[src/rtl/cpu_types_pkg.sv]
// cpu_types_pkg: word, RAM handshake and arbiter state types shared by the RAM, caches and arbiter
package cpu_types_pkg;
    typedef logic [31:0] word_t;
    typedef enum logic [1:0] {FREE, BUSY, ACCESS, ERROR} ramstate_t;
    typedef enum logic [1:0] {IDLE, IGRANT, DGRANT} arb_state_t;
endpackage

[src/rtl/ram_arbiter.sv]
// ram_arbiter: shares one RAM port between instruction fetch (I) and data (D) requesters,
// with I starvation protection and a watchdog on RAM stalls
module ram_arbiter
    import cpu_types_pkg::*;
#(
    parameter int STARVE_MAX = 4,
    parameter int TIMEOUT    = 255
) (
    input  logic      CLK,
    input  logic      nRST,
    input  logic      iREN,
    input  word_t     iaddr,
    output word_t     iload,
    output logic      iwait,
    input  logic      dREN,
    input  logic      dWEN,
    input  word_t     daddr,
    input  word_t     dstore,
    output word_t     dload,
    output logic      dwait,
    output logic      ramREN,
    output logic      ramWEN,
    output word_t     ramaddr,
    output word_t     ramstore,
    input  word_t     ramload,
    input  ramstate_t ramstate,
    output logic      err
);
    localparam int SW = $clog2(STARVE_MAX + 1);
    localparam int TW = $clog2(TIMEOUT + 1);

    arb_state_t    state, next_state;
    logic [SW-1:0] starve_cnt;
    logic [TW-1:0] tmo_cnt;
    logic          d_req, ok, done;

    assign d_req = dREN | dWEN;
    assign ok    = ramstate == ACCESS;
    assign done  = ok || ramstate == ERROR || tmo_cnt == TW'(TIMEOUT);

    always_ff @(posedge CLK) begin
        if (!nRST) state <= IDLE;
        else       state <= next_state;
    end

    always_ff @(posedge CLK) begin
        if (!nRST) begin
            starve_cnt <= '0;
        end else if (state == IDLE) begin
            if (!iREN || next_state == IGRANT)
                starve_cnt <= '0;
            else if (next_state == DGRANT && starve_cnt != SW'(STARVE_MAX))
                starve_cnt <= starve_cnt + 1'b1;
        end
    end

    // Every grant is preceded by an IDLE cycle, so clearing there covers grant entry
    always_ff @(posedge CLK) begin
        if (!nRST || state == IDLE) tmo_cnt <= '0;
        else                        tmo_cnt <= tmo_cnt + 1'b1;
    end

    always_comb begin
        next_state = state;
        ramREN     = 1'b0;
        ramWEN     = 1'b0;
        ramaddr    = '0;
        ramstore   = '0;
        iwait      = iREN;
        dwait      = d_req;
        iload      = '0;
        dload      = '0;
        err        = 1'b0;
        case (state)
            IDLE: next_state = (d_req && (starve_cnt < SW'(STARVE_MAX) || !iREN)) ? DGRANT :
                               iREN ? IGRANT : IDLE;
            IGRANT: begin
                if (!iREN) begin
                    next_state = IDLE;
                end else begin
                    ramREN  = 1'b1;
                    ramaddr = iaddr;
                    if (done) begin
                        iwait      = 1'b0;
                        iload      = ok ? ramload : '0;
                        err        = !ok;
                        next_state = IDLE;
                    end
                end
            end
            DGRANT: begin
                if (!d_req) begin
                    next_state = IDLE;
                end else begin
                    ramWEN   = dWEN;
                    ramREN   = dREN & ~dWEN;
                    ramaddr  = daddr;
                    ramstore = dstore;
                    if (done) begin
                        dwait      = 1'b0;
                        dload      = ok ? ramload : '0;
                        err        = !ok;
                        next_state = IDLE;
                    end
                end
            end
            default: next_state = IDLE;
        endcase
    end
endmodule

[config.mk]
export PLATFORM = sky130hd
export DESIGN_NAME = ram_arbiter
export DESIGN_NICKNAME = d
export VERILOG_FILES = /design/src/rtl/cpu_types_pkg.sv /design/src/rtl/ram_arbiter.sv
export SDC_FILE = /design/constraint.sdc
export NUM_CORES = 1
export LEC_CHECK = 0
export ABC_AREA = 1
export CAP_MARGIN = 5
export CORE_AREA = 2 2 104 106
export DETAILED_ROUTE_END_ITERATION = 16
export DIE_AREA = 0 0 106 108
export GPL_ROUTABILITY_DRIVEN = 0
export HOLD_SLACK_MARGIN = 0.03
export PLACE_DENSITY = 0.66
export SYNTH_ARGS = -nofsm -noshare
export SYNTH_HDL_FRONTEND = slang
export SYNTH_SLANG_ARGS = --single-unit
[constraint.sdc]
create_clock -name CLK -period 1.55 [get_ports CLK]
set_input_delay 0.31 -clock CLK [delete_from_list [all_inputs] [get_ports CLK]]
set_output_delay 0.31 -clock CLK [all_outputs]
set_load 0.005 [all_outputs]
# ---- After elaboration in Yosys (flattened, before gate mapping)
# Index checks and enable logic that the tools add are counted.
dict set report totals {
  out_inout_bits 133
  romBits 0
  ff_bits 13
  memories 0
  inputBits 135
  wordCells 63
  ram_bits 0
  latch_bits 0
}
dict set report classes {
  n_div 0
  reduce_logical 13
  multipliers 0
  bitwise_logic 3
  n_lt_le_gt_ge 1
  mux 33
  n_eq_ne 8
  shifts 0
  addsub 2
}
# cell count
set op_table {}
lappend op_table {{$mux W32} 10}
lappend op_table {{$pmux W32 S2} 1}
lappend op_table {{$mux W1} 13}
lappend op_table {{$add A8 B1 Y8 const B} 1}
lappend op_table {{$eq A2 B2 Y1 const B} 4}
lappend op_table {{$eq A8 B8 Y1 const B} 1}
lappend op_table {{$mux W2} 4}
lappend op_table {{$mux W3} 2}
lappend op_table {{$pmux W2 S3} 1}
lappend op_table {{$logic_or A1 B1 Y1} 5}
lappend op_table {{$eq A2 B1 Y1 const B} 2}
lappend op_table {{$pmux W1 S2} 2}
lappend op_table {{$add A3 B1 Y3 const B} 1}
lappend op_table {{$logic_not A1 Y1} 3}
lappend op_table {{$lt A3 B3 Y1 const B} 1}
lappend op_table {{$ne A3 B3 Y1 const B} 1}
lappend op_table {{$logic_and A1 B1 Y1} 2}
lappend op_table {{$logic_not A2 Y1} 1}
lappend op_table {{$reduce_and A2 Y1} 1}
lappend op_table {{$reduce_bool A2 Y1} 1}
lappend op_table {{$and A1 B1 Y1} 1}
lappend op_table {{$not A1 Y1} 1}
lappend op_table {{$or A1 B1 Y1} 1}

# ---- Depth between registers and ports, before layout
# Gate-level depths: netlist (run 1).
dict set report logic_depth {
  word_depth 10
  ltp_mapped 14
  ltp_nobuf 13
}

# ---- Worst setup path before layout (run 1)
# Ideal clock, no wire load.
dict set report synth_path {
  path_kind {register -> output}
  startpoint {register state[0]}
  endpoint {output port dload[23]}
  slack_ps -60
  t_required_ps 1240
  path_stages_with_launch 7
  arrival_ps 1300
  cell_sequence {dfxtp_1 inv_1 ha_1 nand2_1 buf_2 buf_1 nor2_1}
}
dict set report synth_via {
  elab_chain_len 2
}
# item line_no
set synth_rtl {}
lappend synth_rtl {{start: declaration} ram_arbiter.sv:32} ;# arb_state_t state, next_state;
lappend synth_rtl {{start signal: assignment} ram_arbiter.sv:43} ;# else state <= next_state;
lappend synth_rtl {{$eq A2 B2 Y1} ram_arbiter.sv:74} ;# case (state)
lappend synth_rtl {{$mux W32} ram_arbiter.sv:74}
lappend synth_rtl {{end: declaration} ram_arbiter.sv:19} ;# output word_t dload,
# Every way passes these cells.

# ---- Worst setup path in the final report (run 1)
dict set report layout_path {
  startpoint {register state[0]}
  endpoint {output port ramaddr[24]}
}
dict set report layout_via {
  elab_chain_len 2
  word_cells_on_any_way 3
  classes_between {eq/ne: 2; mux: 1}
}
# item line_no
set layout_rtl {}
lappend layout_rtl {{$eq A2 B2 Y1 or $eq A2 B1 Y1 (tied branches)} ram_arbiter.sv:74}
lappend layout_rtl {{$pmux W32 S2 (*)} ram_arbiter.sv:74}
lappend layout_rtl {{end: declaration} ram_arbiter.sv:23} ;# output word_t ramaddr,
# Mark *: on every way between the ends. The rest lies on a longest branch, timed or not.

==> results of run 1 <==
## through the flow
stage / std cells / worst slack, ns / hold WS, ns / power (W)
2_1_floorplan: 398 / 0.008397 / 0.4176 / 0.0006991
3_3_place_gp: 809 / -0.8971 / 0.4714 / 0.001375
3_5_place_dp: 809 / -0.9010 / 0.4962 / 0.001385
4_1_cts: 868 / -0.4435 / 0.5056 / 0.002148
5_1_grt: 869 / -0.4779 / 0.5368 / 0.002444
6_report: 869 / -0.4025 / 0.5018 / 0.002326
## synth_stat cells, drive strengths merged
master and n:
nand3 37, buf 16, nor3 2, ha 7, inv 52, xnor2 1
dfxtp 13, nor4 1, nand3b 1, nor2 118, a21boi 1, nand2 92
o21ai 2, nor3b 2, o211ai 1, a21oi 40, clkbuf 11, clkinv 1
## metal layers
layer	GRT usage, %	share of wire (%)	vias up
met5	0	0	-
met4	5.263	2.4	0
met3	4.099	6.7	31
met2	45.35	55	185
met1	23.80	36	1819
li1	-	-	1890
## worst max-delay path, delay by kind of cell (launching register included)
| family | cells | cell delay (ns) |
|---|---|---|
| AO/OA/AOI/OAI | 1 | 0.13 |
| flip-flops | 1 | 0.32 |
| AND/OR/NAND/NOR | 2 | 0.10 |
| buffers and inverters | 6 | 0.67 |
| adder cells (fa/ha/maj) | 1 | 0.17 |
## cell type report
type / count / area [um2]
Multi-Input combinational cell: 305 / 2349
Timing Repair Buffer: 358 / 3372
Clock buffer: 4 / 45.04
Inverter: 53 / 211.5
Tap cell: 136 / 170.2
Fill cell: 873 / 3816
Sequential cell: 13 / 267.8
## state kept, by name (all words and copies together), names as in the netlist
register	count
state	2
tmo_cnt	8
starve_cnt	3
## power by group through the flow
stage | registers [W] | clock network (W) | logic, W
floorplan | 0.000362 | 0 | 0.000337
global placement | 0.000362 | 0 | 0.00101
detailed placement | 0.000363 | 0 | 0.00102
CTS | 0.000361 | 0.000315 | 0.00147
global route | 0.000363 | 0.000327 | 0.00175
finish | 0.000361 | 0.000303 | 0.00166
## timing repair
action,CTS,global route
cloned,13,5
setup buffers,44,3
endpoints found under the setup margin,138,138
pin swaps,58,67
gates resized for setup,695,174
## worst max path at each step
stage                              startpoint                         end  slack (ns)  depth (start not counted)
after floorplan           state[1]$_SDFF_PN0_  starve_cnt[2]$_SDFFE_PN0P_       0.008                         14
after global placement                   dWEN                ramstore[25]       -0.90                          7
after detailed placement                 dWEN                   dload[18]       -0.90                          7
after CTS                 state[1]$_SDFF_PN0_                 ramaddr[20]       -0.44                         10
after global routing      state[1]$_SDFF_PN0_  starve_cnt[2]$_SDFFE_PN0P_       -0.48                         15
final                     state[0]$_SDFF_PN0_                 ramaddr[24]       -0.40                         10
## cell families (layout without fill, tap and decap cells)
| kind of cell | after synthesis | count (layout) | synth area share (%) |
|---|---|---|---|
| XOR/XNOR | 1 | 1 | 0.4462 |
| adder cells (fa/ha/maj) | 7 | 7 | 4.461 |
| flip-flops | 13 | 13 | 13.26 |
| AND/OR/NAND/NOR | 253 | 253 | 53.86 |
| buffers and inverters | 80 | 415 | 16.12 |
| AO/OA/AOI/OAI | 44 | 44 | 11.86 |
## cell usage in the layout (no fill, tap or decap), types with 11 or more instances in the layout
cell type,n
sky130_fd_sc_hd__inv_1,45
sky130_fd_sc_hd__a21oi_2,33
sky130_fd_sc_hd__nand3_2,11
sky130_fd_sc_hd__nand2_4,17
sky130_fd_sc_hd__buf_6,32
sky130_fd_sc_hd__nand2_1,47
sky130_fd_sc_hd__buf_12,19
sky130_fd_sc_hd__nor2_4,64
sky130_fd_sc_hd__nand2_2,26
sky130_fd_sc_hd__nand3_1,26
sky130_fd_sc_hd__nor2_1,32
sky130_fd_sc_hd__nor2_2,22
sky130_fd_sc_hd__buf_2,121
sky130_fd_sc_hd__buf_4,34
sky130_fd_sc_hd__clkdlybuf4s50_1,129
==> summary.txt, run 1 <==
==========================================================================================
Kind of capture point of the worst setup path                                 primary output
Die boundary width                                                                  106 um
Tmin final                                                                        1.952 ns
Largest net degree at the start of global routing                                       33
Overall routing resource usage                                                      22.41%
Switching share of power                                                            37.56%
Cell breakdown of the critical path                                           inv_2, ha_4, nand2_8, buf_6, inv_4, buf_12, clkbuf_16, nand2_4, a21oi_2, buf_2
Endpoints failing setup                                                                138
Sequential share of power                                                            15.5%
Internal Dissipation                                                            0.001453 W
Count of final hold-check violations                                                     0
Worst Hold Path Cells                                                                    2
Count of buffers from port buffering                                                   267
Core Region                                                                     10,230 um2
Detailed router's first-iteration violation count                                      160
Via count of the first global-routing pass                                           3,838
Count of inserted antenna diode cells                                                    0
Max-capacitance violation count                                                          0
Placed instance area                                                              5021 um2
H-tree levels                                                                            1
Min-Delay Endpoint                                                            starve_cnt[1]$_SDFFE_PN0P_
Netlist cell types                                                                      27
Part of the Yosys area used for sequential elements                                 13.26%
Slew Viols, Final                                                                        0
Final HPWL DP                                                                     9.099 mm
Total Negative Setup Slacks                                                      -38.06 ns
CP required                                                                        1.24 ns
Antenna Violating Nets Remaining                                                         0
Class of the tightest hold or removal check                                     reg -> reg
Synthesized net count                                                                  540
Inserted Clock Buffers                                                                   3
Number of nets in the layout                                                           876
Run status                                                                    finished with violations
Die footprint                                                                   11,450 um2
#FFs+latches synth                                                                      13
Number of remaining DRC errors                                                           0
Category of the critical setup timing path                                      reg -> out
Setup repair after global routing missed its margin                                    yes
Startpoint of the worst-slack reg-to-reg timing path                          state[1]$_SDFF_PN0_
Rows                                                                                    37
Root buffer selected by CTS                                                   sky130_fd_sc_hd__clkbuf_8
Initial core utilization                                                            19.19%
TritonCTS clock tree                                                                 built
Number of sinks driven by the clock tree                                                13
Net Sw Power                                                                   0.0008736 W
Yosys top cell area share                                                           21.41%
Slowest cell on the critical path                                             sky130_fd_sc_hd__dfxtp_2
Final period util                                                                   126.0%
First drt pass iteration count                                                           4
Count of hold buffers inserted by post-cts repair                                        0
Least-Margin Pin Slew                                                            0.2917 ns
Routed via count divided by cell count                                               4.517
Startpoint of the tightest hold check path                                    starve_cnt[1]$_SDFFE_PN0P_
Fmax                                                                             512.2 MHz
Clock insertion delay at the later pin of the skew report                          0.24 ns
Combinational power share                                                            71.4%
Fraction of layout cells with a size suffix above 1                                 57.57%
Maximum fanout along the worst path                                                      7
Via count                                                                            3,925
Worst r2r path cells                                                                    15
First-pass GRT wire length                                                        20.29 mm
Arrival time worst endpoint                                                        1.64 ns
Reg2Reg Setup Slack                                                               -0.37 ns
Power per cell area                                                           362.6 nW/um2
Max IR drop VDD                                                                0.0002134 V
Clock tree buffer depth                                                                  2
Violated checks                                                               setup timing
Area leader, netlist                                                          sky130_fd_sc_hd__nor2_1
Final design utilization                                                            62.70%
Gr ovfl total                                                                            0
Area growth, synth to finish                                                        226.8%
Syn. warnings                                                                            0
Delay of the slowest critical-path stage                                           0.32 ns
Worst slew margin relative to its limit                                             80.56%
Synth top area cells                                                          sky130_fd_sc_hd__nor2_1 21%, sky130_fd_sc_hd__nand2_1 16%, sky130_fd_sc_hd__dfxtp_1 13%, sky130_fd_sc_hd__a21oi_1 9.9%, sky130_fd_sc_hd__inv_1 9.8%
Post-Layout Inst Area                                                             6415 um2
Average routed wire per standard cell                                             16.97 um
Number of instances in the synthesized netlist                                         398
Part of the power in the clock network                                               13.0%
Post-Synthesis Mean Instance Area                                                4.932 um2
Initial antenna violation count                                                          0
Minimum setup slack in the final design                                         -0.4025 ns
Endpoint of the most critical register-to-register path                       starve_cnt[2]$_SDFFE_PN0P_
Drt total wl                                                                      14.75 mm
I/O pin total                                                                          268
Leakage power                                                                     2.869 nW
Post-synth design cell area                                                       1963 um2
Overall die height                                                                  108 um
Element type at the critical path start                                               flop
Clock edge transition at the registers on the reported setup and hold paths        0.05 ns
Post-route clock skew                                                          0.001529 ns
==========================================================================================
Note: power is estimated with default switching activity, not from simulation.
==> inputs of run 2 (changes only) <==
Settings changed: CELL_PAD_IN_SITES_DETAIL_PLACEMENT from default to 1, CELL_PAD_IN_SITES_GLOBAL_PLACEMENT from default to 2, CORE_AREA 2 2 104 106 to default, CORE_MARGIN from default to 1.5, CORE_UTILIZATION from default to 10, DIE_AREA 0 0 106 108 to default, PLACE_DENSITY 0.66 to 0.86, SKIP_LAST_GASP from default to 1.
Clock period 1.55 ns to 1.95 ns, I/O delays scaled along.
==> summary.txt, run 2 (synthesis results as in run 1) <==
==========================================================================================
Run status                                                                    finished with violations
Violated checks                                                               setup timing
Slowest cell on the critical path                                             sky130_fd_sc_hd__dfxtp_4
Via count                                                                            3,770
Routed via count divided by cell count                                               3.859
Detailed router's first-iteration violation count                                       85
Net Sw Power                                                                   0.0005670 W
Fraction of layout cells with a size suffix above 1                                 40.03%
First-pass GRT wire length                                                        20.67 mm
Clock tree buffer depth                                                                  2
Largest net degree at the start of global routing                                       29
Combinational power share                                                            60.5%
Average routed wire per standard cell                                             15.26 um
Count of hold buffers inserted by post-cts repair                                        0
Element type at the critical path start                                               flop
Max-capacitance violation count                                                          0
Post-Layout Inst Area                                                             5609 um2
CP Capture Point                                                               ramaddr[23]
Sequential share of power                                                            16.8%
Tmin final                                                                        1.999 ns
Placed instance area                                                              5167 um2
Final HPWL DP                                                                     10.02 mm
Post-route clock skew                                                          0.002478 ns
Rows                                                                                    51
Overall routing resource usage                                                      13.16%
Leakage power                                                                     2.583 nW
Category of the critical setup timing path                                      reg -> out
Final period util                                                                   102.5%
Fmax                                                                             500.2 MHz
Cell breakdown of the critical path                                           inv_2, buf_4, ha_4, buf_8, nand3_1, a21oi_1, dlygate4sd2_1
Maximum fanout along the worst path                                                     11
Reg2Reg Setup Slack                                                                0.08 ns
Part of the power in the clock network                                               22.7%
Max IR drop VDD                                                                0.0002349 V
Slew Viols, Final                                                                        0
Core Region                                                                     19,330 um2
Gr ovfl total                                                                            0
Largest reg by FF count                                                            tmo_cnt
Die boundary width                                                                143.1 um
First drt pass iteration count                                                           6
Overall die height                                                                143.1 um
Initial core utilization                                                            10.15%
Initial antenna violation count                                                          0
Number of sinks driven by the clock tree                                                13
Class of the tightest hold or removal check                                     reg -> reg
Least-Margin Pin Slew                                                            0.2776 ns
Area growth, synth to finish                                                        185.7%
Count of inserted antenna diode cells                                                    0
Clock insertion delay at the later pin of the skew report                          0.24 ns
Arrival time worst endpoint                                                        1.61 ns
First element of the critical path                                            state[1]$_SDFF_PN0_
Delay of the slowest critical-path stage                                           0.36 ns
Worst slew margin relative to its limit                                             81.45%
TritonCTS clock tree                                                                 built
Worst r2r path cells                                                                    15
Layout Cells excl Fill                                                                 977
Count of buffers from port buffering                                                   267
Flip-flop count of the largest register, all copies and words added                      8
Startpoint of the worst-slack reg-to-reg timing path                          state[1]$_SDFF_PN0_
Root buffer selected by CTS                                                   sky130_fd_sc_hd__clkbuf_16
Internal Dissipation                                                            0.001146 W
Switching share of power                                                            33.11%
Clock edge transition at the registers on the reported setup and hold paths        0.04 ns
Kind of capture point of the worst setup path                                 primary output
Placed Cells incl. Taps                                                                938
Count of final hold-check violations                                                     0
I/O pin total                                                                          268
Minimum setup slack in the final design                                        -0.04931 ns
Leading cell types in the layout, fill and taps excluded                      129 x sky130_fd_sc_hd__clkdlybuf4s50_1, 77 x sky130_fd_sc_hd__nor2_1, 75 x sky130_fd_sc_hd__nand2_1
Antenna Violating Nets Remaining                                                         0
Via count of the first global-routing pass                                           3,680
CP required                                                                        1.56 ns
Inserted Clock Buffers                                                                   3
Endpoints failing setup                                                                 17
Worst setup timing slack at the placement stage                                 -0.6441 ns
Die footprint                                                                   20,480 um2
Endpoint of the most critical register-to-register path                       starve_cnt[2]$_SDFFE_PN0P_
H-tree levels                                                                            1
Number of nets in the layout                                                           855
Setup repair after global routing missed its margin                                    yes
Power per cell area                                                           305.3 nW/um2
Regs by FF count                                                              tmo_cnt x8, starve_cnt x3, state x2
Drt total wl                                                                      14.91 mm
PnR Total Power                                                                 0.001713 W
Number of remaining DRC errors                                                           0
Commonest non-fill, non-tap cell in the layout                                sky130_fd_sc_hd__clkdlybuf4s50_1
==========================================================================================
[run 2: cell count changes in the layout (fill, tap and decap cells not counted), moves of 8 or more]
cell,change
sky130_fd_sc_hd__a21oi_1,+20
sky130_fd_sc_hd__nand2_1,+28
sky130_fd_sc_hd__nor2_2,+13
sky130_fd_sc_hd__nor2_1,+45
sky130_fd_sc_hd__buf_6,-27
sky130_fd_sc_hd__nand3_1,+10
sky130_fd_sc_hd__a21oi_2,-19
sky130_fd_sc_hd__nand2_4,-15
sky130_fd_sc_hd__nand2_2,-13
sky130_fd_sc_hd__dlygate4sd2_1,+8
sky130_fd_sc_hd__clkbuf_2,+65
sky130_fd_sc_hd__nor2_4,-58
sky130_fd_sc_hd__buf_2,-66
sky130_fd_sc_hd__nand3_2,-10
[run 2: worst max-delay path: cells and delay by family, from the launching register on]
family                   cells  cell delay, ns
buffers and inverters        4            0.56
adder cells (fa/ha/maj)      1            0.20
AO/OA/AOI/OAI                1            0.15
AND/OR/NAND/NOR              1            0.08
flip-flops                   1            0.36
[run 2: per-stage QoR]
stage / util (%) / hold WS (ns) / setup TNS [ns]
final: 29.01 / 0.4959 / -0.3916
after global routing: 29.01 / 0.5313 / -2.259
after CTS: 30.24 / 0.5018 / -1.699
after detailed placement: 26.73 / 0.4951 / -76.40
after global placement: 26.73 / 0.4821 / -74.85
after floorplan: - / 0.4176 / 0
[run 2: how the worst min path moves through the flow]
stage / start / end / slack [ns] / cells past startpoint
after floorplan: tmo_cnt[0]$_SDFF_PP0_ / tmo_cnt[0]$_SDFF_PP0_ / 0.42 / 1
after global placement: starve_cnt[0]$_SDFFE_PN0P_ / starve_cnt[0]$_SDFFE_PN0P_ / 0.48 / 2
after detailed placement: starve_cnt[0]$_SDFFE_PN0P_ / starve_cnt[0]$_SDFFE_PN0P_ / 0.50 / 2
after CTS: starve_cnt[0]$_SDFFE_PN0P_ / starve_cnt[0]$_SDFFE_PN0P_ / 0.50 / 2
after global routing: starve_cnt[0]$_SDFFE_PN0P_ / starve_cnt[0]$_SDFFE_PN0P_ / 0.53 / 2
final: starve_cnt[0]$_SDFFE_PN0P_ / starve_cnt[0]$_SDFFE_PN0P_ / 0.50 / 2
[run 2: what timing repair did]
item | 4_1_cts | 5_1_grt
endpoints found under the setup margin | 136 | 132
buffers inserted | 14 | 8
cloned | 13 | 4
pin swaps | 8 | 14
resized for setup | 389 | 179
[run 2: cell type report]
cell class / instances / area, um2
clock buffer: 4 / 78.83
fill: 2432 / 13730
inverter: 53 / 216.5
multi-input combinational: 305 / 1645
sequential: 13 / 267.8
tap: 265 / 331.6
timing repair buffer: 337 / 3069
[run 2: layer usage]
metal / wire length (um) / vias to the layer above / part of all wire (%) / global-route usage, %
met3: 1084 / 7 / 7.3 / 2.582
met4: 105 / 0 / 0.70 / 2.333
li1: - / 1854 / - / -
met2: 7772 / 152 / 52 / 25.12
met5: 0 / - / 0 / 0
met1: 5943 / 1757 / 40 / 15.11
[run 2: power by group through the flow]
| stage | Clock [W] | Combinational (W) | Sequential [W] |
|---|---|---|---|
| 3_3_place_gp | 0 | 0.000820 | 0.000288 |
| 4_1_cts | 0.000411 | 0.00104 | 0.000287 |
| 2_1_floorplan | 0 | 0.000264 | 0.000288 |
| 6_report | 0.000390 | 0.00104 | 0.000288 |
| 5_1_grt | 0.000417 | 0.00112 | 0.000288 |
| 3_5_place_dp | 0 | 0.000824 | 0.000289 |
==> inputs of run 3 (changes only) <==
Settings changed: CAP_MARGIN 5 to default, PLACE_DENSITY 0.86 to 0.95.
==> summary.txt, run 3 (synthesis results as in run 1) <==
==========================================================================================
Run status                                                                    finished with violations
Violated checks                                                               setup timing
Maximum fanout along the worst path                                                      6
Cell occurring most often along the worst timing path                         sky130_fd_sc_hd__buf_6
Clock tree buffer depth                                                                  2
Fraction of layout cells with a size suffix above 1                                 50.80%
H-tree levels                                                                            1
Detailed router's first-iteration violation count                                       62
Placed Cells incl. Taps                                                                932
Area growth, synth to finish                                                        232.8%
Setup repair after global routing missed its margin                                    yes
Average routed wire per standard cell                                             16.43 um
Clock edge transition at the registers on the reported setup and hold paths        0.05 ns
First drt pass iteration count                                                           4
Via count                                                                            4,004
Overall routing resource usage                                                      14.08%
Flip-flop count of the largest register, all copies and words added                      8
Largest reg by FF count                                                            tmo_cnt
Commonest non-fill, non-tap cell in the layout                                sky130_fd_sc_hd__clkdlybuf4s50_1
Count of buffers from port buffering                                                   267
Antenna Violating Nets Remaining                                                         0
Count of inserted antenna diode cells                                                    0
Inserted Clock Buffers                                                                   3
Count of hold buffers inserted by post-cts repair                                        0
Leakage power                                                                     3.034 nW
Layout Cells excl Fill                                                               1,013
Minimum setup slack in the final design                                         -0.1490 ns
Arrival time worst endpoint                                                        1.71 ns
Cell breakdown of the critical path                                           buf_6, ha_4, nand2_4, clkinv_4, buf_6, buf_6, buf_6, buf_4, nand2_1, a21oi_1, clkbuf_2
Worst slew margin relative to its limit                                             73.54%
Initial antenna violation count                                                          0
Largest net degree at the start of global routing                                       35
Final period util                                                                   107.6%
Drt total wl                                                                      16.65 mm
Element type at the critical path start                                               flop
Startpoint of the worst-slack reg-to-reg timing path                          state[1]$_SDFF_PN0_
Least-Margin Pin Slew                                                            0.3969 ns
Routed via count divided by cell count                                               3.953
Slowest cell on the critical path                                             sky130_fd_sc_hd__dfxtp_2
Placed instance area                                                              5135 um2
Endpoints failing setup                                                                 34
Tmin final                                                                        2.099 ns
First-pass GRT wire length                                                        22.23 mm
Post-route clock skew                                                          0.001980 ns
Root buffer selected by CTS                                                   sky130_fd_sc_hd__clkbuf_16
I/O pin total                                                                          268
Reg2Reg Setup Slack                                                                0.06 ns
Rows                                                                                    51
Max-capacitance violation count                                                          0
Number of nets in the layout                                                           891
Die boundary width                                                                143.1 um
Slew Viols, Final                                                                        0
Initial core utilization                                                            10.15%
Final HPWL DP                                                                     10.20 mm
Overall die height                                                                143.1 um
Clock insertion delay at the later pin of the skew report                          0.24 ns
Count of final hold-check violations                                                     0
CP Capture Point                                                               ramaddr[12]
Power per cell area                                                           307.7 nW/um2
Worst r2r path cells                                                                    16
Max IR drop VDD                                                                0.0002476 V
First element of the critical path                                            state[1]$_SDFF_PN0_
Category of the critical setup timing path                                      reg -> out
Die footprint                                                                   20,480 um2
Kind of capture point of the worst setup path                                 primary output
CP required                                                                        1.56 ns
Fmax                                                                             476.4 MHz
Via count of the first global-routing pass                                           4,096
TritonCTS clock tree                                                                 built
Gr ovfl total                                                                            0
Endpoint of the most critical register-to-register path                       starve_cnt[2]$_SDFFE_PN0P_
Class of the tightest hold or removal check                                     reg -> reg
Core Region                                                                     19,330 um2
Number of remaining DRC errors                                                           0
Delay of the slowest critical-path stage                                           0.32 ns
Number of sinks driven by the clock tree                                                13
Leading cell types in the layout, fill and taps excluded                      129 x sky130_fd_sc_hd__clkdlybuf4s50_1, 98 x sky130_fd_sc_hd__buf_2, 57 x sky130_fd_sc_hd__nand2_1
Post-Layout Inst Area                                                             6533 um2
Regs by FF count                                                              tmo_cnt x8, starve_cnt x3, state x2
==========================================================================================
run 3: changes by cell type in the layout (fill, tap and decap cells not counted), moves of 12 or more:
cell                       change
sky130_fd_sc_hd__buf_4        +13
sky130_fd_sc_hd__nor2_1       -29
sky130_fd_sc_hd__buf_6        +16
sky130_fd_sc_hd__clkbuf_2     -45
sky130_fd_sc_hd__nand2_1      -18
sky130_fd_sc_hd__nor2_2       -12
sky130_fd_sc_hd__buf_2        +43
sky130_fd_sc_hd__nor2_4       +41
run 3: per-stage QoR:
stage | util (%) | total power (W) | hold WS, ns | setup TNS [ns] | setup slack (ns)
6_report | 33.79 | 0.002010 | 0.4909 | -2.099 | -0.1490
5_1_grt | 33.79 | 0.002128 | 0.5250 | -5.567 | -0.2399
4_1_cts | 31.68 | 0.001841 | 0.4970 | -14.40 | -0.3247
3_5_place_dp | 26.56 | 0.001111 | 0.4892 | -67.05 | -0.6234
3_3_place_gp | 26.56 | 0.001102 | 0.4789 | -66.42 | -0.6063
2_1_floorplan | - | 0.0005516 | 0.4176 | 0 | 0.2595
run 3: routing by layer:
layer	routed length, um	vias to the layer above	GRT usage [%]
met5	0	-	0
met1	6141	1905	14.74
li1	-	1926	-
met3	1101	14	2.884
met2	9207	159	28.96
met4	194	0	1.736
run 3: final cells by class:
cell class / instances / area, um2
multi-input combinational: 305 / 2090
tap: 265 / 331.6
fill: 2354 / 12800
clock buffer: 4 / 78.83
timing repair buffer: 373 / 3553
inverter: 53 / 211.5
sequential: 13 / 267.8
run 3: timing repair:
item	CTS	global route
gates cloned	15	5
gates resized for setup	415	352
endpoints found under the setup margin	136	121
buffers inserted	38	26
pin swaps	26	62
run 3: worst min path at each step:
stage	end	start	depth (start not counted)	slack (ns)
after global routing	tmo_cnt[7]$_SDFF_PP0_	tmo_cnt[7]$_SDFF_PP0_	2	0.53
final	tmo_cnt[7]$_SDFF_PP0_	tmo_cnt[7]$_SDFF_PP0_	2	0.49
after global placement	starve_cnt[0]$_SDFFE_PN0P_	starve_cnt[0]$_SDFFE_PN0P_	2	0.48
after detailed placement	tmo_cnt[7]$_SDFF_PP0_	tmo_cnt[7]$_SDFF_PP0_	2	0.49
after floorplan	tmo_cnt[0]$_SDFF_PP0_	tmo_cnt[0]$_SDFF_PP0_	1	0.42
after CTS	tmo_cnt[7]$_SDFF_PP0_	tmo_cnt[7]$_SDFF_PP0_	2	0.50
run 3: power by group:
group          switching [W]  internal, W
logic               0.000574     0.000755
clock network       0.000119     0.000276
registers         0.00000926     0.000277
total               0.000702      0.00131
run 3: worst max-delay path, delay by kind of cell (launching register included):
kind            cells  cell delay, ns
buf+inv             7            0.78
flops               1            0.32
fa+ha+maj           1            0.16
simple gates        2            0.14
compound gates      1            0.06
